`src/rtl/wimax_deinterleaver_pkg.sv`:
```
// Shared constants, block type and reference vectors for the WiMax QPSK deinterleaver.
package wimax_deinterleaver_pkg;

  localparam int unsigned NCBPS = 192;
  localparam int unsigned D     = 16;
  localparam int unsigned NCOL  = NCBPS / D;

  typedef logic [NCBPS-1:0] block_t;

  // Applied and compared MSB (index 191) first: bit 191 is j=0 / k=0.
  localparam block_t TV_IN  = 192'h4B047DFA42F2A5D5F61C021A5851E9A309A24FD58086BD1E;
  localparam block_t TV_OUT = 192'h2833E48D392026D5B6DC5E4AF47ADD29494B6C89151348CA;

endpackage

```
`src/rtl/deint_rd_addr_gen.sv`:
```
// Read-address walk m_k = 12*(k mod 16) + floor(k/16), built from counters only.
module deint_rd_addr_gen
  import wimax_deinterleaver_pkg::*;
(
  input  logic       clk_100mhz,
  input  logic       reset,
  input  logic       advance,
  output logic [7:0] rd_addr,
  output logic       first,
  output logic       last
);

  localparam logic [3:0] ROW_LAST = 4'(D - 1);
  localparam logic [3:0] COL_LAST = 4'(NCOL - 1);
  localparam logic [7:0] STRIDE   = 8'(NCOL);

  logic [3:0] row;
  logic [3:0] col;

  always_ff @(posedge clk_100mhz) begin
    if (reset) begin
      row     <= '0;
      col     <= '0;
      rd_addr <= '0;
    end else if (advance) begin
      if (row == ROW_LAST) begin
        row <= '0;
        if (col == COL_LAST) begin
          col     <= '0;
          rd_addr <= '0;
        end else begin
          col     <= col + 4'd1;
          rd_addr <= {4'd0, col + 4'd1};
        end
      end else begin
        row     <= row + 4'd1;
        rd_addr <= rd_addr + STRIDE;
      end
    end
  end

  assign first = (row == 4'd0) && (col == 4'd0);
  assign last  = (row == ROW_LAST) && (col == COL_LAST);

endmodule

```
`src/rtl/wimax_deinterleaver.sv`:
```
// Ping-pong buffered deinterleaver: one bank fills in received order while the other drains
// in original coded order through a single output register.
module wimax_deinterleaver
  import wimax_deinterleaver_pkg::*;
(
  input  logic clk_100mhz,
  input  logic reset,
  input  logic data_in,
  input  logic valid_in,
  output logic ready_out,
  output logic data_out,
  output logic valid_out,
  input  logic ready_in,
  output logic block_start_out
);

  localparam logic [7:0] LAST_ADDR = 8'(NCBPS - 1);

  block_t     bank [2];
  logic [1:0] bank_full;
  logic       wr_sel;
  logic       rd_sel;
  logic [7:0] wr_cnt;
  logic [7:0] rd_addr;
  logic       rd_first;
  logic       rd_last;
  logic       wr_fire;
  logic       rd_load;

  assign ready_out = !reset && !bank_full[wr_sel];
  assign wr_fire   = valid_in && ready_out;
  assign rd_load   = bank_full[rd_sel] && (!valid_out || ready_in);

  deint_rd_addr_gen u_rd_addr_gen (
    .clk_100mhz (clk_100mhz),
    .reset      (reset),
    .advance    (rd_load),
    .rd_addr    (rd_addr),
    .first      (rd_first),
    .last       (rd_last)
  );

  // Bank storage needs no reset; the full flags gate every read.
  always_ff @(posedge clk_100mhz) begin
    if (wr_fire) begin
      bank[wr_sel][wr_cnt] <= data_in;
    end
  end

  always_ff @(posedge clk_100mhz) begin
    if (reset) begin
      bank_full       <= 2'b00;
      wr_sel          <= 1'b0;
      rd_sel          <= 1'b0;
      wr_cnt          <= '0;
      data_out        <= 1'b0;
      valid_out       <= 1'b0;
      block_start_out <= 1'b0;
    end else begin
      if (wr_fire) begin
        if (wr_cnt == LAST_ADDR) begin
          wr_cnt            <= '0;
          bank_full[wr_sel] <= 1'b1;
          wr_sel            <= ~wr_sel;
        end else begin
          wr_cnt <= wr_cnt + 8'd1;
        end
      end
      // Write targets an empty bank and read a full one, so these never touch the same flag.
      if (rd_load) begin
        data_out        <= bank[rd_sel][rd_addr];
        valid_out       <= 1'b1;
        block_start_out <= rd_first;
        if (rd_last) begin
          bank_full[rd_sel] <= 1'b0;
          rd_sel            <= ~rd_sel;
        end
      end else if (ready_in) begin
        valid_out       <= 1'b0;
        block_start_out <= 1'b0;
      end
    end
  end

endmodule
```
`config.mk`:
```
export PLATFORM = sky130hd
export DESIGN_NAME = wimax_deinterleaver
export DESIGN_NICKNAME = d
export VERILOG_FILES = /design/src/rtl/wimax_deinterleaver_pkg.sv /design/src/rtl/deint_rd_addr_gen.sv /design/src/rtl/wimax_deinterleaver.sv
export SDC_FILE = /design/constraint.sdc
export NUM_CORES = 1
export LEC_CHECK = 0
export CORE_MARGIN = 2
export CORE_UTILIZATION = 57
export DETAILED_ROUTE_END_ITERATION = 16
export PLACE_DENSITY = 0.73
export SYNTH_ARGS = -nofsm -noshare
export SYNTH_HDL_FRONTEND = slang
export SYNTH_HIERARCHICAL = 1
export SYNTH_SLANG_ARGS = --single-unit
```
`constraint.sdc`:
```
create_clock -name clk_100mhz -period 4.3 [get_ports clk_100mhz]
set_input_delay 1.075 -clock clk_100mhz [delete_from_list [all_inputs] [get_ports clk_100mhz]]
set_output_delay 1.075 -clock clk_100mhz [all_outputs]
set_load 0.05 [all_outputs]
```
; ---- Word level (Yosys, flattened, before mapping)
; Memory sizes are Yosys's and may differ from the RTL's. A register that Yosys moved wholly into a read port is not among the register bits.
; Cells that the tools add are included.
[word_totals]
input_bits = 5
regBits = 31
memories = 1
output_inout_bits = 4
wordCells = 77
mem_bits_rw = 384
[op_classes]
n_reduce_logical = 18
n_addsub = 4
n_mux = 29
magnitude_cmp = 7
eq_ne = 3
bitwise_logic = 5
[memory_table]
columns = name, depth, word_bits, rd, rd_clocked_by_memory_dff, write_ports, line_no
row1 = bank, 2, 192, 1, 1, 1, wimax_deinterleaver.sv:19  ; block_t bank [2];
[op_table]
columns = op, n
row1 = two-way mux 192 bit, 1
row2 = "less-than comparator 8 x 9 -> 1 bit, second input constant", 2
row3 = two-way mux 8 bit, 2
row4 = two-way mux 1 bit, 14
row5 = two-way mux 4 bit, 3
row6 = two-way mux 2 bit, 5
row7 = "adder 4 x 1 -> 4 bit, second input constant", 2
row8 = "adder 8 x 1 -> 8 bit, second input constant", 1
row9 = "adder 8 x 4 -> 8 bit, second input constant", 1
row10 = binary-select mux 1 bit (select 8 bit), 1
row11 = demux 1 bit (select 8 bit), 1
row12 = "equality test 4 bit, second input constant", 2
row13 = "equality test 8 bit, second input constant", 1
row14 = "greater-or-equal comparator 8 x 1 -> 1 bit, second input constant", 1
row15 = logical AND 1 bit, 8
row16 = zero test 4 bit, 2
row17 = AND reduction 2 bit, 3
row18 = "less-than comparator 1 x 2 -> 1 bit, second input constant", 2
row19 = zero test 1 bit, 3
row20 = AND 2 bit, 1
row21 = demux 1 bit (select 1 bit), 2
row22 = "greater-or-equal comparator 1 bit, second input constant", 2
row23 = NOT 1 bit, 2
row24 = NOT 2 bit, 1
row25 = other kinds (3), 3

; ---- Depth between registers and ports, before layout
[depth]
ltp_word = 11
depth_mapped = 11
ltp_nobuf = 7

; ---- Hierarchy
; The synthesis kept the hierarchy.
[modules_own_cells]
columns = module, seq_area_each_um2, cells_per_inst, area_per_inst_um2, n_inst
row1 = wimax_deinterleaver, 11851.4, 1235, 17540.6, 1
row2 = deint_rd_addr_gen, 320.3, 91, 790.8, 1

; ---- Least setup slack after synthesis
; No wires, ideal clock.
[synth_timing]
kind = input -> register
startpoint = input reset
endpoint = memory bank[1][150] (netlist bit) (enable)
path_slack_ns = 0.966
arrival_time_ns = 3.035
stages = 8
setup_ns = 0.300
cell_sequence = a211oi_2 > and2_1 > buf_2 > nand2_1 > nor2_1 > nand3_1 > clkbuf_1 > nor2_1
[synth_between]
elab_chain_len = 5
[synth_rtl]
columns = item, line_no
row1 = from (decl), wimax_deinterleaver.sv:7  ; input logic reset,
row2 = zero test 1 bit, wimax_deinterleaver.sv:30  ; assign ready_out = !reset && !bank_full[wr_sel];
row3 = logical AND 1 bit, wimax_deinterleaver.sv:30
row4 = logical AND 1 bit, wimax_deinterleaver.sv:31  ; assign wr_fire = valid_in && ready_out;
row5 = two-way mux 1 bit, wimax_deinterleaver.sv:45  ; if (wr_fire) begin
row6 = two-way mux 192 bit (not written as such), wimax_deinterleaver.sv:46  ; bank[wr_sel][wr_cnt] <= data_in;
row7 = to (decl), wimax_deinterleaver.sv:19
; No other way between the ends.

; ---- Worst setup path in the final report
[layout_timing]
startpoint = input reset
endpoint = memory bank[1][144] (netlist bit) (enable)
; The elaborated chain is that of the path after synthesis.

==> flow_summary.json <==
{
  "seqCellArea_um2": 12200,
  "period_minus_slack_ns": 3.35,
  "swShare": 0.192,
  "multi_input_area_um2": 5590,
  "async_flop_share": 0,
  "crit_family": "simple AND/OR/NAND/NOR gates",
  "status": "complete, no violations",
  "power_frac_seq": 0.546,
  "final_area_um2": 20100,
  "track_usage": 0.252,
  "drc": 0,
  "post_drt_wl_per_cell_um": 23.5,
  "ctsHoldBuffers": 0,
  "clockPowerShare": 0.440,
  "routed_via_density": 6.27,
  "first_pass_iters": 5,
  "hold_violations": 0,
  "switching_power_mw": 1.55,
  "period_share": 0.780,
  "path_buf_inv": 1,
  "cap_violations": 0,
  "synth_top_cell_area_share": 0.629,
  "layout_commonest_cell": "nor2_1",
  "fin_skew_ns": 0.0115,
  "combPwrFrac": 0.015,
  "cp.arrival_ns": 3.58,
  "report.final.slew_viol_count": 0,
  "cp_common_cell": "nor2_1",
  "hpwl_um": 24100,
  "vias": 10900,
  "synth_nets": 1340,
  "cp_slowest_cell": "nand3_1",
  "p_leak_nw": 5.89,
  "num-fill-cells": 2318,
  "clk_pin_slew_worst_paths_ns": 0.06,
  "clkSinkCount": 416,
  "ant_nets": 0,
  "grt_pass1_wl_um": 63200,
  "fmax_mhz": 298,
  "intPower_mw": 6.54,
  "yosys_warnings": 6,
  "worst_setup_path_start_kind": "input pin",
  "grt_overflow": 0,
  "syn2layout_area_growth_pct": 9.47,
  "synth-seq-cells": 416,
  "grt_max_degree": 155,
  "die_y_um": 183,
  "tightest_slew_ns": 0.938,
  "cts_root_buffer": "clkbuf_16",
  "slowest_delay_ns": 0.55,
  "slew_headroom": 0.374,
  "die_x_um": 183,
  "setup-violations-final": 0,
  "netlist_top_cells_area": "edfxtp_1 (63%), mux4_2 (11%), nor2_1 (8.7%)",
  "crit_fanout": 16,
  "rsz0062_at_grt": "no",
  "place.gp.congestion": 0.904,
  "crit_type": "input pin to flip-flop",
  "post_cts_buffers": 0,
  "core_um2": 31600,
  "drt-initial-drc-count": 1204,
  "p_per_area_nw_per_um2": 403,
  "clk_latency_ns": 0.54,
  "port_buffers": 8,
  "fin_setup_tns_ns": 0,
  "synth_seq_area_share": 0.664,
  "synth_edf_count": 384,
  "cts_buffers": 42,
  "drt-total-wl_um": 41000,
  "finalNonFillerCells": 1743,
  "start_util": 0.579,
  "cp-end-kind": "flip-flop",
  "synth_cell_type_count": 58,
  "cts_tree": "built",
  "placed_cell_area_um2": 18700,
  "cts.path.max_buffers": 3,
  "final_nets": 1325,
  "drive_gt1_frac": 0.151,
  "layout_common_cells": "nor2_1 (423), edfxtp_1 (384), mux4_2 (92)",
  "hp-class": "flip-flop to flip-flop",
  "required_ns": 4.53,
  "io_pins": 9,
  "grt_pass1_vias": 10900,
  "dp_cells": 1669,
  "avgSynthCellArea_um2": 13.8,
  "path_cells": "clkdlybuf4s50_1, a211oi_2, and2_1, nand2_1, nor2_1, nand3_1, nor2_1",
  "cts_resized": 0,
  "hold_ws_ns": 0.479,
  "antenna_found_initial": 0,
  "synthCells": 1326,
  "syn_area_um2": 18300,
  "antenna_cells": 0,
  "htreeDepth": 2,
  "ir_worst_vdd_mv": 0.330,
  "die_area_um2": 33600,
  "synth_area_leader_cell": "edfxtp_1",
  "synth-main-ff-cell": "edfxtp_1",
  "num_rows": 65,
  "power.total_mw": 8.10
}
-- registers in the layout, summed over array words and instances, names as in the netlist, named ones only --
name,flops
bank_full,2
wr_cnt,8
wr_sel,1
block_start_out,1
u_rd_addr_gen/rd_addr,8
u_rd_addr_gen/col,4
rd_sel,1
valid_out,1
bank,384
data_out,1
u_rd_addr_gen/row,4
-- layout make-up --
cell class | instances | area share
Sequential cell | 416 | 0.607
Inverter | 14 | 0.00262
Clock buffer | 57 | 0.0594
Clock inverter | 17 | 0.00729
Multi-Input combinational cell | 793 | 0.279
Tap cell | 402 | 0.0251
Timing Repair Buffer | 44 | 0.0200
-- tightest hold or removal path, delay by kind of cell (launching register included) --
family / cells / cell delay, ns
and+or+nand+nor: 1 / 0.06
AOI/OAI and AO/OA: 1 / 0.05
DFF: 1 / 0.33
-- Yosys cell counts, types with 9 or more instances --
| cell type | number |
|---|---|
| nor2_1 | 423 |
| edfxtp_1 | 384 |
| mux4_2 | 92 |
| clkbuf_1 | 66 |
| nand2_1 | 66 |
| dfxtp_1 | 32 |
| mux2i_1 | 30 |
| nand3_1 | 23 |
| a21oi_1 | 19 |
| buf_2 | 16 |
| nor2b_1 | 13 |
| inv_1 | 12 |
| xor2_1 | 12 |
| buf_4 | 10 |
| ha_1 | 9 |
| nor3_1 | 9 |
| o21ai_0 | 9 |
-- power by group through the flow --
stage          Combinational (mW)  Sequential [mW]  Clock [mW]
2_1_floorplan              0.0350             4.50           0
3_3_place_gp                0.112             4.50           0
3_5_place_dp                0.116             4.50           0
4_1_cts                     0.116             4.42        3.60
5_1_grt                     0.127             4.41        3.75
6_report                    0.118             4.42        3.56
-- final timing paths --
path | start | end | slack, ns | cells after the start
setup / recovery | reset | bank[1][144] | 0.95 | 7
hold / removal | valid_out | valid_out | 0.48 | 2
setup reg to reg | u_rd_addr_gen/rd_addr[0] | data_out | 1.16 | 7
hold reg to reg | valid_out | valid_out | 0.48 | 2
-- stage by stage --
step	util	setup slack [ns]
final	0.634	0.948
after global routing	0.634	0.823
after CTS	0.634	0.984
after detailed placement	0.592	0.448
after global placement	0.592	0.553
after floorplan	-	0.966
-- layer usage --
metal,up-vias,part of all wire,track usage
met1,5581,0.39,0.347
met4,0,0.037,0.0954
met2,463,0.49,0.409
li1,4791,-,-
met5,-,0,0
met3,92,0.085,0.0413
-- cells by family (layout without fill, tap and decap cells) --
group | Yosys count | in the layout | synth area share
simple gates | 570 | 570 | 0.128
flops | 416 | 416 | 0.664
xor+xnor | 15 | 15 | 0.00717
fa+ha+maj | 9 | 9 | 0.00614
compound gates | 68 | 68 | 0.0249
mux | 131 | 131 | 0.138
buf+inv | 117 | 132 | 0.0317
No activity file was read; power rests on OpenSTA's default activity.
